File: src/rtl/alu_arb_pkg.sv
// alu_arb_pkg: shared definitions for the two-requester ALU arbiter.
//   - ALU operation codes (ADD..SRL) and OP_MAX, the highest legal code
//   - FSM state type used by alu_arbiter
package alu_arb_pkg;

    localparam logic [3:0] OP_ADD = 4'd0;
    localparam logic [3:0] OP_SUB = 4'd1;
    localparam logic [3:0] OP_OR  = 4'd2;
    localparam logic [3:0] OP_SLL = 4'd3;
    localparam logic [3:0] OP_SRL = 4'd4;
    localparam logic [3:0] OP_MAX = OP_SRL;

    typedef enum logic [1:0] {
        ST_IDLE = 2'd0,
        ST_EXEC = 2'd1,
        ST_RESP = 2'd2
    } state_t;

endpackage

File: src/rtl/alu_rr_arb.sv
// alu_rr_arb: two-way round-robin grant.
//   valid0, valid1 : requests pending
//   last_grant     : requester granted most recently (0 or 1)
//   grant[1:0]     : one-hot grant, all-zero when nothing is valid
// On a tie the requester that was not granted last wins.
module alu_rr_arb (
    input  logic       valid0,
    input  logic       valid1,
    input  logic       last_grant,
    output logic [1:0] grant
);

    always_comb begin
        grant    = 2'b00;
        grant[0] = valid0 & (~valid1 | last_grant);
        grant[1] = valid1 & (~valid0 | ~last_grant);
    end

endmodule

File: src/rtl/alu_arbiter.sv
// alu_arbiter: shares one combinational ALU between two requesters.
//   clk, reset                 : clock, asynchronous active-high reset
//   reqN_valid_i/ready_o       : request handshake, ready is combinational in IDLE
//   reqN_op_i, reqN_a_i/b_i    : op code and operands of requester N
//   alu_operation_o, alu_a/b_o : drive to the shared ALU, non-zero only in EXEC
//   alu_result_i               : ALU result, captured at the end of EXEC
//   rsp_valid_i/ready_i, rsp_id_o, rsp_data_o, rsp_err_o : response channel
//   grantN_cnt_o               : wrapping count of accepted requests per requester
//
// state | meaning
// ------+----------------------------------------------------------
// IDLE  | arbitrate, accept one request, latch its op and operands
// EXEC  | latched op on the ALU for one cycle, result captured
// RESP  | response held until rsp_ready_i
module alu_arbiter
    import alu_arb_pkg::*;
#(
    parameter int DATA_WIDTH = 32,
    parameter int CNT_WIDTH  = 8
) (
    input  logic                  clk,
    input  logic                  reset,
    input  logic                  req0_valid_i,
    input  logic                  req1_valid_i,
    output logic                  req0_ready_o,
    output logic                  req1_ready_o,
    input  logic [3:0]            req0_op_i,
    input  logic [3:0]            req1_op_i,
    input  logic [DATA_WIDTH-1:0] req0_a_i,
    input  logic [DATA_WIDTH-1:0] req0_b_i,
    input  logic [DATA_WIDTH-1:0] req1_a_i,
    input  logic [DATA_WIDTH-1:0] req1_b_i,
    output logic [3:0]            alu_operation_o,
    output logic [DATA_WIDTH-1:0] alu_a_o,
    output logic [DATA_WIDTH-1:0] alu_b_o,
    input  logic [DATA_WIDTH-1:0] alu_result_i,
    output logic                  rsp_valid_o,
    input  logic                  rsp_ready_i,
    output logic                  rsp_id_o,
    output logic [DATA_WIDTH-1:0] rsp_data_o,
    output logic                  rsp_err_o,
    output logic [CNT_WIDTH-1:0]  grant0_cnt_o,
    output logic [CNT_WIDTH-1:0]  grant1_cnt_o
);

    state_t                  state;
    logic                    last_grant;
    logic                    id_q;
    logic                    err_q;
    logic [1:0]              grant;
    logic                    accept;
    logic                    sel;
    logic [3:0]              sel_op;
    logic [DATA_WIDTH-1:0]   sel_a;
    logic [DATA_WIDTH-1:0]   sel_b;
    logic                    sel_bad;

    alu_rr_arb u_rr_arb (
        .valid0     (req0_valid_i),
        .valid1     (req1_valid_i),
        .last_grant (last_grant),
        .grant      (grant)
    );

    // Ready is also masked by reset so nothing is asserted while reset is held.
    assign req0_ready_o = (state == ST_IDLE) & grant[0] & ~reset;
    assign req1_ready_o = (state == ST_IDLE) & grant[1] & ~reset;
    assign accept       = (state == ST_IDLE) & (grant != 2'b00);
    assign sel          = grant[1];
    assign sel_op       = sel ? req1_op_i : req0_op_i;
    assign sel_a        = sel ? req1_a_i  : req0_a_i;
    assign sel_b        = sel ? req1_b_i  : req0_b_i;
    assign sel_bad      = (sel_op > OP_MAX);

    // The ALU drive registers double as the in-flight latch: loaded on
    // acceptance, visible only during EXEC, cleared when leaving EXEC.
    always_ff @(posedge clk or posedge reset) begin
        if (reset) begin
            state           <= ST_IDLE;
            last_grant      <= 1'b1;
            id_q            <= 1'b0;
            err_q           <= 1'b0;
            alu_operation_o <= '0;
            alu_a_o         <= '0;
            alu_b_o         <= '0;
            rsp_valid_o     <= 1'b0;
            rsp_id_o        <= 1'b0;
            rsp_data_o      <= '0;
            rsp_err_o       <= 1'b0;
            grant0_cnt_o    <= '0;
            grant1_cnt_o    <= '0;
        end else begin
            case (state)
                ST_IDLE: begin
                    if (accept) begin
                        id_q            <= sel;
                        last_grant      <= sel;
                        err_q           <= sel_bad;
                        alu_operation_o <= sel_bad ? OP_ADD : sel_op;
                        alu_a_o         <= sel_bad ? '0 : sel_a;
                        alu_b_o         <= sel_bad ? '0 : sel_b;
                        if (sel)
                            grant1_cnt_o <= grant1_cnt_o + CNT_WIDTH'(1);
                        else
                            grant0_cnt_o <= grant0_cnt_o + CNT_WIDTH'(1);
                        state           <= ST_EXEC;
                    end
                end
                ST_EXEC: begin
                    rsp_valid_o     <= 1'b1;
                    rsp_id_o        <= id_q;
                    rsp_err_o       <= err_q;
                    rsp_data_o      <= err_q ? '0 : alu_result_i;
                    alu_operation_o <= '0;
                    alu_a_o         <= '0;
                    alu_b_o         <= '0;
                    state           <= ST_RESP;
                end
                ST_RESP: begin
                    if (rsp_ready_i) begin
                        rsp_valid_o <= 1'b0;
                        rsp_id_o    <= 1'b0;
                        rsp_err_o   <= 1'b0;
                        rsp_data_o  <= '0;
                        state       <= ST_IDLE;
                    end
                end
                default: state <= ST_IDLE;
            endcase
        end
    end

endmodule

File: config.mk
export PLATFORM = sky130hd
export DESIGN_NAME = alu_arbiter
export DESIGN_NICKNAME = d
export VERILOG_FILES = /design/src/rtl/alu_arb_pkg.sv /design/src/rtl/alu_rr_arb.sv /design/src/rtl/alu_arbiter.sv
export SDC_FILE = /design/constraint.sdc
export NUM_CORES = 1
export LEC_CHECK = 0
export CORE_ASPECT_RATIO = 1.1
export CORE_UTILIZATION = 43
export DETAILED_ROUTE_END_ITERATION = 6
export PLACE_DENSITY = 0.87
export SYNTH_ARGS = -nofsm -noshare
export SYNTH_HDL_FRONTEND = slang
export SYNTH_HIERARCHICAL = 1
export SYNTH_SLANG_ARGS = --single-unit
File: constraint.sdc
create_clock -name clk -period 12.2 [get_ports clk]
set_input_delay 1.83 -clock clk [delete_from_list [all_inputs] [get_ports clk]]
set_output_delay 1.83 -clock clk [all_outputs]
set_load 0.01 [all_outputs]
After elaboration in Yosys (flattened, before gate mapping)

Index checks and enable logic that the tools add are counted.
W data, S select, Z words.

$mul: 0
Order comparisons: 1
Muxes and demuxes: 22
Bitwise gates (word level): 14
Add/subtract/negate cells: 2
Shift-type cells: 0
Eq/ne operators: 4
Reduce and logical (&&, ||, !) cells: 10
Div/mod/pow operators: 0

Operators with widths:

| kind                  | count |
|---|---|
| $mux W32              | 8 |
| $pmux W32 S2          | 3 |
| $add A8 B1 Y8 const B | 2 |
| $mux W4               | 3 |
| $pmux W4 S2           | 1 |
| $reduce_and A2 Y1     | 4 |
| $and A1 B1 Y1         | 7 |
| $pmux W1 S2           | 3 |
| $pmux W2 S3           | 1 |
| $reduce_and A3 Y1     | 2 |
| $reduce_bool A2 Y1    | 3 |
| $not A1 Y1            | 5 |
| $gt A4 B3 Y1 const B  | 1 |
| $mux W2               | 2 |
| $ne A2 B2 Y1 const B  | 2 |
| $eq A2 B1 Y1 const B  | 1 |
| $eq A2 B2 Y1 const B  | 1 |
| $logic_not A2 Y1      | 1 |
| $or A1 B1 Y1          | 2 |
| $mux W1               | 1 |

Bits in latches: 0
Memory bits (read-only): 0
Word-level logic and storage cells: 66
Memory bits (writable): 0
Input bits: 173
Register bits: 124
Memories kept: 0
Output and inout port bits: 121

Logic depth before layout (Yosys ltp)

Word-level depth: 8
Mapped depth: 7
Depth with buffers taken out: 5

Hierarchy

Netlist, hierarchy kept.

Modules (own cells, without submodules):

| module      | area an instance (um^2) | seq. area each (um^2) | cells an instance | instances |
|---|---|---|---|---|
| alu_arbiter | 5490.3                  | 3104.2                | 405               | 1 |
| alu_rr_arb  | 18.8                    | 0.0                   | 3                 | 1 |

Least setup slack after synthesis

OpenSTA, ideal clock, no wires.

Kind: input-to-output
Start: input req1_valid_i
End: output req1_ready_o
Data arrival time: 3.070 ns
Stages on the path: 5
Buffers on the path: 2
Data required time: 10.370 ns
Path slack: 7.300 ns
Path through: a21boi_0 > buf_4 > or3b_1 > buf_2 > nor2_1

Cells in the longest elaborated chain, start to end: 3

Ends and longest elaborated chain:

| element                     | line              | RTL |
|---|---|---|
| start, declared             | alu_arbiter.sv:24 | `input logic req1_valid_i,` |
| $and A1 B1 Y1               | alu_rr_arb.sv:16  | `grant[1] = valid1 & (~valid0 \| ~last_grant);` |
| $and A1 B1 Y1 (2 in series) | alu_arbiter.sv:67 | `assign req1_ready_o = (state == ST_IDLE) & grant[1] & ~reset;` |
| end, declared               | alu_arbiter.sv:26 | `output logic req1_ready_o,` |

No other way between the ends.

Final worst setup path

Start: input req1_valid_i
End: output req1_ready_o

Cells in the longest elaborated chain, start to end: 3

Ends and longest elaborated chain:

| element                     | line              | RTL |
|---|---|---|
| $and A1 B1 Y1               | alu_rr_arb.sv:16  |  |
| via grant[1]                | alu_arbiter.sv:50 | `logic [1:0] grant;` |
| $and A1 B1 Y1 (2 in series) | alu_arbiter.sv:67 |  |

The timed path passes the listed nets, and every way through them passes these cells.

==> out/results.ini <==
[placed_design]
dp.final_hpwl_um = 11850
port_buffers = 293
routabilityCongestion = 0.7735

[synth]
netlist_area_mm2 = 0.005509
synth.avg_cell_area_um2 = 13.50
syn_nets = 583
seq_area_frac_synth_pct = 56.35
synth.distinct_cells = 39
yosysWarnings = 6
ys_ff_latch = 124
synth-edff-count = 0
postSynth.asyncResetShare_pct = 100.0
ys.flop_type = dfrtp_1
syn-instance-count = 408

[drt]
drtPass1Iterations = 4
wl_per_cell_um = 20.96
ant_nets = 0
drc_errors = 0
drt_iter0_drc = 324
wl_um = 17980
dr_total_vias = 4855
vias_per_cell = 5.659

[setup_path]
cpMostUsedCell = clkdlybuf4s50_1
critPathCaptureType = output port
rrSetupSlack_ps = 9420
crit_arrival_ps = 3700
crit_type = in -> out
required_ps = 10370
cp_cell_sequence = clkdlybuf4s50_1 > a21boi_4 > or3b_1 > nor2_1 > clkdlybuf4s50_1
max_stage_delay_ps = 550
critPathLaunchType = input pin
crit_slowest_cell = clkdlybuf4s50_1
worstPathMaxFanout = 6

[floorplan]
rows = 43
die_area_mm2 = 0.01327
start_util_pct = 43.95
fp.dieW_um = 109.9
pin_count = 294
design.core.area_mm2 = 0.01254
die_h_um = 120.7

[clocking]
cts-buffers-inserted = 17
clock_latency_ps = 410
cts_root_buffer = clkbuf_16
clkSlewWorstSetupHoldPaths_ps = 50
htree_levels = 4
cts_resized = 0
cts.sinks = 124
cts_tree = built
ctsHoldBuffers = 0
post_cts_buffers = 0
clockBufferDepth = 2

[power]
internal-power_w = 0.001339
cellPowerDensity_mw_per_mm2 = 215.8
combPwrFrac_pct = 39.6
p_seq_share_pct = 34.0
ir_drop_mv = 0.1334
p_switching_w = 0.0006375
leakage_nw = 3.817
power_frac_clock_pct = 26.4
swShare_pct = 32.26

[timing]
min_period_over_period_pct = 45.33
slew_headroom_pct = 12.35
holdWs_ps = 474.6
setup_tns_ps = 0
setup_viol = 0
max_freq_mhz = 180.8
drv_slew = 0
fin_crit_ps = 5531
rsz0062_at_grt = no
hold_viol = 0
clock_skew_ps = 9.862
tightest_slew_ps = 1313

[global_routing]
globalRouteTotalUtil_pct = 27.05
use_met1_pct = 29.10
grt_overflow = 0
antenna_found_initial = 1
grt_pass1_wl_um = 26560
grtUsageMet3_pct = 7.925
grt_util_met2_pct = 45.90
grt-busiest-layer = met2
grt_max_degree = 79
grt_pass1_vias = 5053

[cells_and_area]
area_growth_pct = 66.27
fill_cells = 843
nNetsFinal = 862
drive_gt1_share_pct = 9.857
layout_common_cells = 293 x clkdlybuf4s50_1, 123 x dfrtp_1, 67 x a32o_1
seq_area_mm2 = 0.003104
final_common_cell = clkdlybuf4s50_1
multi_input_area_mm2 = 0.002250

[outcome]
status = completed

[job]
maxCapViolCount = 0

[worst_hold_path]
hp-class = reg -> reg

==> per-stage QoR <==
| step | std cells | cell area (um^2) | util [%] | setup slack, ps | total power (W) |
|---|---|---|---|---|---|
| 5_1_grt | 858 | 9160 | 73.07 | 6570 | 0.002068 |
| 3_5_place_dp | 825 | 8542 | 68.14 | 6691 | 0.001446 |
| 3_3_place_gp | 825 | 8542 | 68.14 | 6694 | 0.001418 |
| 6_report | 858 | 9160 | 73.07 | 6669 | 0.001976 |
| 4_1_cts | 857 | 9158 | 73.05 | 6669 | 0.001989 |
| 2_1_floorplan | 408 | 5509 | - | 7072 | 0.001023 |
==> cell usage after synthesis (2+ instances only) <==
cell      number  area (um^2)
a21o_1         2        15.01
a21oi_1        4        20.02
a22o_1        33        289.0
a32o_1        67        670.6
and3_1         3        18.77
buf_1          4        15.01
buf_2         16        80.08
clkbuf_1      17        63.81
dfrtp_1      123         3078
ha_1           2        25.02
inv_1          4        15.01
mux2_1        44        495.5
mux2_2        23        259.0
nand2_1       10        37.54
nand2b_1       2        12.51
nand4_1        7        43.79
nor2_1         9        33.78
nor2b_1        2        12.51
nor3_2         2        20.02
o21a_1         3        22.52
xnor2_1       10        87.58
xor2_1         4        35.03
==> power by group through the flow <==
| stage | Clock (W) | Sequential (W) | Combinational [W] |
|---|---|---|---|
| 6_report | 0.000522 | 0.000672 | 0.000782 |
| 5_1_grt | 0.000550 | 0.000689 | 0.000828 |
| 4_1_cts | 0.000531 | 0.000671 | 0.000786 |
| 3_5_place_dp | 0 | 0.000669 | 0.000776 |
| 3_3_place_gp | 0 | 0.000662 | 0.000756 |
| 2_1_floorplan | 0 | 0.000711 | 0.000312 |
==> flip-flops by register name, summed over array words and instances (netlist names) <==
signal	flops
state	2
rsp_data_o	32
alu_a_o	32
rsp_id_o	1
err_q	1
rsp_valid_o	1
alu_operation_o	4
alu_b_o	32
rsp_err_o	1
grant0_cnt_o	8
grant1_cnt_o	8
last_grant	1
id_q	1
==> layout make-up <==
cell class,instances,area share (%)
Antenna cell,1,0.02732
Clock inverter,7,1.202
Tap cell,157,2.145
Timing Repair Buffer,298,32.43
Multi-Input combinational cell,241,24.56
Sequential cell,124,33.89
Inverter,5,0.2322
Clock buffer,25,5.518
==> logic make-up after synthesis <==
| logic type | after synthesis | synth area share [%] |
|---|---|---|
| flip-flops | 124 | 56.35 |
| AO/OA/AOI/OAI | 116 | 19.42 |
| multiplexers | 67 | 13.70 |
| buffers and inverters | 43 | 3.361 |
| AND/OR/NAND/NOR | 42 | 4.497 |
| XOR/XNOR | 14 | 2.226 |
| adder cells (fa/ha/maj) | 2 | 0.4542 |
==> per-layer routing <==
layer	up-vias	part of all wire (%)
met5	-	0
met2	260	51
met4	0	4.5
met3	49	8.6
met1	2398	36
li1	2148	-
==> worst paths after layout <==
path,from,to,cells after the start
worst max-delay path,req1_valid_i,req1_ready_o,5
worst min-delay path,grant0_cnt_o[7],grant0_cnt_o[7],1
worst max register to register,last_grant,alu_b_o[29],5
worst min register to register,grant0_cnt_o[7],grant0_cnt_o[7],1
max in group asynchronous,reset,alu_b_o[19],3
min in group asynchronous,reset,rsp_data_o[22],2
==> critical path: cells and delay by family <==
kind	cells	cell delay [ps]
compound gates	1	190
buf+inv	2	1030
simple gates	2	650
No activity file was read; power rests on OpenSTA's default activity.
